--- config.mk ---
export PLATFORM = sky130hd
export DESIGN_NAME = instr_fetch
export DESIGN_NICKNAME = d
export VERILOG_FILES = /design/src/rtl/instr_fetch.sv
export SDC_FILE = /design/constraint.sdc
export NUM_CORES = 1
export LEC_CHECK = 0
export BUFFER_PORTS_ARGS = -buffer_cell sky130_fd_sc_hd__buf_2
export CORE_MARGIN = 2
export CORE_UTILIZATION = 30
export DETAILED_ROUTE_END_ITERATION = 6
export PLACE_DENSITY = 0.56
export SKIP_LAST_GASP = 1
export SLEW_MARGIN = 20
export SYNTH_ARGS = -nofsm -noshare
export SYNTH_HDL_FRONTEND = slang
export SYNTH_SLANG_ARGS = --single-unit
--- constraint.sdc ---
create_clock -name clk -period 4.6 [get_ports clk]
set_input_delay 1.15 -clock clk [delete_from_list [all_inputs] [get_ports clk]]
set_output_delay 1.15 -clock clk [all_outputs]
set_load 0.1 [all_outputs]
--- src/rtl/instr_fetch.sv ---
// Fetch stage: issues word reads to instruction memory and streams (pc, instr) pairs to decode through a 2-entry queue.
// Define FETCH_MISALIGN_CHECK_EN to flag redirect targets with nonzero low bits on misalign_err.
module instr_fetch #(
  parameter logic [31:0] RESET_PC = 32'h0000_0000
) (
  input  logic        clk,
  input  logic        reset,
  output logic        imem_req,
  output logic [31:0] imem_addr,
  input  logic [31:0] imem_rdata,
  input  logic        redirect_valid,
  input  logic [31:0] redirect_pc,
  output logic        if_valid,
  input  logic        if_ready,
  output logic [31:0] if_instr,
  output logic [31:0] if_pc,
  output logic        misalign_err
);

  typedef struct packed {
    logic [31:0] pc;
    logic [31:0] instr;
  } entry_t;

  entry_t      fifo_q [0:1];
  entry_t      fifo_d [0:1];
  logic [1:0]  count_q, count_d;
  logic        rd_ptr_q, rd_ptr_d;
  logic        wr_ptr_q, wr_ptr_d;
  logic [31:0] pc_q, pc_d;
  logic        inflight_q, inflight_d;
  logic [31:0] inflight_pc_q, inflight_pc_d;

  logic        redir;
  logic [31:0] redir_addr;
  logic        pop;
  logic        push;
  logic        issue;

  assign redir      = reset & redirect_valid;
  assign redir_addr = {redirect_pc[31:2], 2'b00};

  assign if_valid = (count_q != 2'd0);
  assign if_pc    = if_valid ? fifo_q[rd_ptr_q].pc    : 32'h0;
  assign if_instr = if_valid ? fifo_q[rd_ptr_q].instr : 32'h0;

  // A redirect drops the response arriving in its own cycle, so no separate kill state is kept.
  assign pop   = if_valid & if_ready & ~redir;
  assign push  = inflight_q & ~redir;
  assign issue = redir |
                 (({1'b0, count_q} + {2'b00, inflight_q} - {2'b00, pop}) < 3'd2);

  assign imem_req  = reset & issue;
  assign imem_addr = redir ? redir_addr : pc_q;

  always_comb begin
    fifo_d        = fifo_q;
    count_d       = count_q;
    rd_ptr_d      = rd_ptr_q;
    wr_ptr_d      = wr_ptr_q;
    pc_d          = pc_q;
    inflight_d    = imem_req;
    inflight_pc_d = imem_addr;

    if (imem_req) begin
      pc_d = imem_addr + 32'd4;
    end

    if (redir) begin
      count_d  = 2'd0;
      rd_ptr_d = 1'b0;
      wr_ptr_d = 1'b0;
    end else begin
      if (push) begin
        fifo_d[wr_ptr_q] = '{pc: inflight_pc_q, instr: imem_rdata};
        wr_ptr_d         = ~wr_ptr_q;
      end
      if (pop) begin
        rd_ptr_d = ~rd_ptr_q;
      end
      count_d = count_q + {1'b0, push} - {1'b0, pop};
    end
  end

  always_ff @(posedge clk or negedge reset) begin
    if (!reset) begin
      fifo_q[0]     <= '0;
      fifo_q[1]     <= '0;
      count_q       <= 2'd0;
      rd_ptr_q      <= 1'b0;
      wr_ptr_q      <= 1'b0;
      pc_q          <= RESET_PC;
      inflight_q    <= 1'b0;
      inflight_pc_q <= 32'h0;
    end else begin
      fifo_q[0]     <= fifo_d[0];
      fifo_q[1]     <= fifo_d[1];
      count_q       <= count_d;
      rd_ptr_q      <= rd_ptr_d;
      wr_ptr_q      <= wr_ptr_d;
      pc_q          <= pc_d;
      inflight_q    <= inflight_d;
      inflight_pc_q <= inflight_pc_d;
    end
  end

`ifdef FETCH_MISALIGN_CHECK_EN
  logic misalign_q;

  always_ff @(posedge clk or negedge reset) begin
    if (!reset) begin
      misalign_q <= 1'b0;
    end else begin
      misalign_q <= redir & (redirect_pc[1:0] != 2'b00);
    end
  end

  assign misalign_err = misalign_q;
`else
  logic unused_redirect_lsbs;

  assign unused_redirect_lsbs = ^redirect_pc[1:0];
  assign misalign_err         = 1'b0;
`endif

endmodule

# Yosys cells after proc, flatten, opt, wreduce, memory -nomap -nowiden
# Cells that the tools add are included.
# totals
ff_bits,197
input_bits,68
output_inout_bits,99
elab_cells,49
# classes
addsub,5
magnitude_cmp,4
n_mux,14
bitwise_logic,11
n_reduce_logical,5
# op_table
operator,n
$mux 64,4
$bwmux 128,1
$mux 32,3
$demux 64 s1,1
$add 32x3->32 const B,1
$reduce_bool 2->1,3
$and 1x1->1,5
$ge 2x2->1 const B,2
$mux 1,4
$not 1->2,2
$add 2x1->3,1
$lt 3x2->1 const B,1
$not 1->1,3
$sub 3x1->3,1
$add 2x1->2,1
$lt 2x1->1 const B,1
$mux 2,1
$reduce_and 2->1,1
$sub 2x1->2,1
$logic_and 1x1->1,1
$or 1x1->1,1

# Longest topological paths before layout
# depth
depth_word,7
ltp_mapped,15
ltp_nobuf,13

# Worst setup path before layout
# Ideal clock, no wire load.
# synth_timing
kind,input -> output
start,input port reset
end,output port imem_req
arrival_ns,3.709
required_time_ns,3.450
slack_ns,-0.259
stages,12
cell_sequence,and2_4 buf_6 buf_6 buf_4 clkbuf_1 nor2_1 fa_1 xnor2_1 a21oi_1 nand2b_1 clkbuf_1 inv_1
# synth_between
elab_chain_cells,7
# synth_rtl
item,line_no,text
"start, declared",7,"input logic reset,"
$and 1x1->1,40,assign redir = reset & redirect_valid;
$not 1->1 (no line),-,
$and 1x1->1,48,assign pop = if_valid & if_ready & ~redir;
$sub 3x1->3,51,"(({1'b0, count_q} + {2'b00, inflight_q} - {2'b00, pop}) < 3'd2);"
$lt 3x2->1,51,
$or 1x1->1,50,assign issue = redir |
$and 1x1->1 (*),53,assign imem_req = reset & issue;
"end, declared",8,"output logic imem_req,"
# Every way passes the cells marked *; elsewhere a longest branch is shown, timed or not.

# Worst setup path in the final report
# layout_timing
start,input port if_ready
end,output port imem_req
# layout_between
elab_chain_cells,6
# layout_rtl
item,line_no,text
"start, declared",14,"input logic if_ready,"
$and 1x1->1 (2 in a row),48,
$sub 3x1->3,51,
$lt 3x2->1,51,
$or 1x1->1,50,
$and 1x1->1,53,
# No other way between the ends.

==> flow_summary.json <==
{
  "yosys_warnings": 0,
  "period_minus_slack_ns": 3.978,
  "post-route-util": 0.3701,
  "worst_slack_ns": 0.6224,
  "hold_class": "flop to flop",
  "die_area_um2": 32210,
  "synth_edf_count": 0,
  "synth_cell_types": 49,
  "wl_per_cell_um": 17.10,
  "setup_tns_ns": 0,
  "dp_hpwl_um": 15810,
  "worst_slew_pin_slew_ns": 0.8820,
  "dp_slack_ns": 0.5895,
  "max_clock_freq_mhz": 251.4,
  "end_kind": "output port",
  "fp.dieH_um": 179.5,
  "nNetsFinal": 1023,
  "ctsRootBufferMaster": "clkbuf_16",
  "grt_overflow_total": 0,
  "syn_to_final_growth_pct": 21.93,
  "clk_latency_ns": 0.44,
  "rows": 64,
  "ys.flop_type": "dfrtp_1",
  "cts_setup_buffers": 0,
  "pin_count": 167,
  "grt_pass1_wl_um": 37470,
  "die_x_um": 179.5,
  "seq_area_frac_synth": 0.5337,
  "syn_nets": 871,
  "place.gp.congestion": 0.7872,
  "firstDrtPassIters": 4,
  "rsz0062_at_grt": "false",
  "cap_violations": 0,
  "grt_util_all_layers": 0.1470,
  "routed_wl_um": 23270,
  "clockBufferDepth": 2,
  "diodes": 0,
  "antenna_left": 0,
  "worst_ep_required_time_ns": 3.45,
  "dr.first_iter.drc_count": 313,
  "num-fill-cells": 3047,
  "final_max_slew_viol_count": 0,
  "critPathLaunchType": "primary input",
  "cts_resized": 0,
  "drive_gt1_frac": 0.3824,
  "fin_worst_skew_ns": 0.008383,
  "antenna_found_initial": 0,
  "vias": 6479,
  "clk_pin_slew_ns": 0.07,
  "cts_tree": "yes",
  "path_class": "primary input to output port",
  "hold_viol": 0,
  "syn_avg_cell_area_um2": 11.55,
  "cts_inserted_buffers": 17,
  "drc_errors": 0,
  "post-route-period-util": 0.8647,
  "core-area_um2": 30430,
  "ctsHoldBuffers": 0,
  "grt_max_degree": 110,
  "initial_utilization": 0.3036,
  "netlist_area_um2": 9238,
  "cts.sinks": 197,
  "drt-vias-per-instance": 4.760,
  "grt_pass1_vias": 6565,
  "synthCells": 800,
  "port_buffers": 163,
  "slew_headroom": 0.4120,
  "cts_max_level": 4,
  "ys_ff_latch": 197,
  "path_max_fanout": 3,
  "worstPathArrival_ns": 2.83,
  "run_status": "finished, final reports clean",
  "async_flop_share": 1.000,
  "finalSetupViolations": 0
}
[synthesized netlist by cell type, types with 3 or more instances]
master,number,share of area
mux2_2,132,0.16
mux2i_1,72,0.078
nor2_1,75,0.030
clkbuf_1,29,0.012
o21ai_0,10,0.0054
xor2_1,4,0.0038
inv_1,9,0.0037
dfrtp_1,197,0.53
nand4_1,21,0.014
nand2_1,108,0.044
nor4_2,4,0.0054
nand3_1,10,0.0054
o21ai_1,18,0.0098
a21oi_1,9,0.0049
o21ai_2,4,0.0038
buf_2,5,0.0027
and3_1,5,0.0034
nor3_1,7,0.0038
or3_1,3,0.0020
xnor2_1,19,0.018
and2_1,9,0.0061
o31ai_1,7,0.0057
buf_1,7,0.0028
[area by class of cell]
type | instances | area [um2] | area share
multi-input cells | 547 | 4099 | 0.3639
well taps | 396 | 495.5 | 0.04399
clock buffers | 18 | 439.2 | 0.03899
clock inverters | 14 | 141.4 | 0.01255
repair buffers | 178 | 1110 | 0.09853
inverters | 11 | 45.04 | 0.003999
flip-flops and latches | 197 | 4933 | 0.4380
[worst max-delay path: stages]
cell and delay [ns]:
buf_2 0.09, nand2_1 0.08, or2_2 0.32, nor2_1 0.14, fa_1 0.43, a21oi_1 0.12
nand2b_2 0.16, clkinvlp_4 0.15, buf_12 0.19
[per-stage QoR]
stage / hold WS [ns] / area, um2 / cells
after floorplan: 0.4442 / 9244 / 800
final: 0.4898 / 11260 / 1361
after CTS: 0.4875 / 11260 / 1361
after detailed placement: 0.4700 / 10680 / 1329
after global routing: 0.4999 / 11260 / 1361
after global placement: 0.4605 / 10680 / 1329
[layer usage]
| layer | global-route usage | vias up | share of wire |
|---|---|---|---|
| li1 | - | 3082 | - |
| met1 | 0.2110 | 3194 | 0.48 |
| met2 | 0.2251 | 190 | 0.45 |
| met3 | 0.03545 | 13 | 0.062 |
| met4 | 0.03220 | 0 | 0.0083 |
| met5 | 0 | - | 0 |
[cells by family after synthesis]
family          after synthesis  synth area share
xor+xnor                     23           0.02181
compound gates               56           0.03887
fa+ha+maj                     3          0.004876
flops                       197            0.5337
buf+inv                      56           0.02587
other cells                   1         0.0004059
simple gates                257            0.1310
mux                         207            0.2435
[path summary, 6_finish.rpt]
kind | start | endpoint | slack [ns] | cells past startpoint
setup reg to reg | count_q[1] | pc_q[26] | 1.66 | 11
max in group asynchronous | reset | fifo_q[79] | 2.56 | 3
setup / recovery | if_ready | imem_req | 0.62 | 9
hold reg to reg | pc_q[0] | pc_q[0] | 0.49 | 1
min in group asynchronous | reset | fifo_q[32] | 0.77 | 2
hold / removal | pc_q[0] | pc_q[0] | 0.49 | 1
[placed cells by master, fill, tap and decap left out, types with 17 or more instances in the layout]
master and n:
xnor2_1 19, mux2i_1 72, nor2_1 73, clkbuf_16 17, o21ai_1 18, buf_2 153, nand4_1 21, dfrtp_1 196
mux2_2 132, nand2_1 108
[sequential cells by signal (all words and copies together) (netlist names)]
name	cells
fifo_q	128
count_q	2
rd_ptr_q	1
wr_ptr_q	1
pc_q	32
inflight_q	1
inflight_pc_q	32
Power is left out: the tool's default activity adds up to more than one toggle a clock period on the data nets, which glitch-free logic cannot reach.
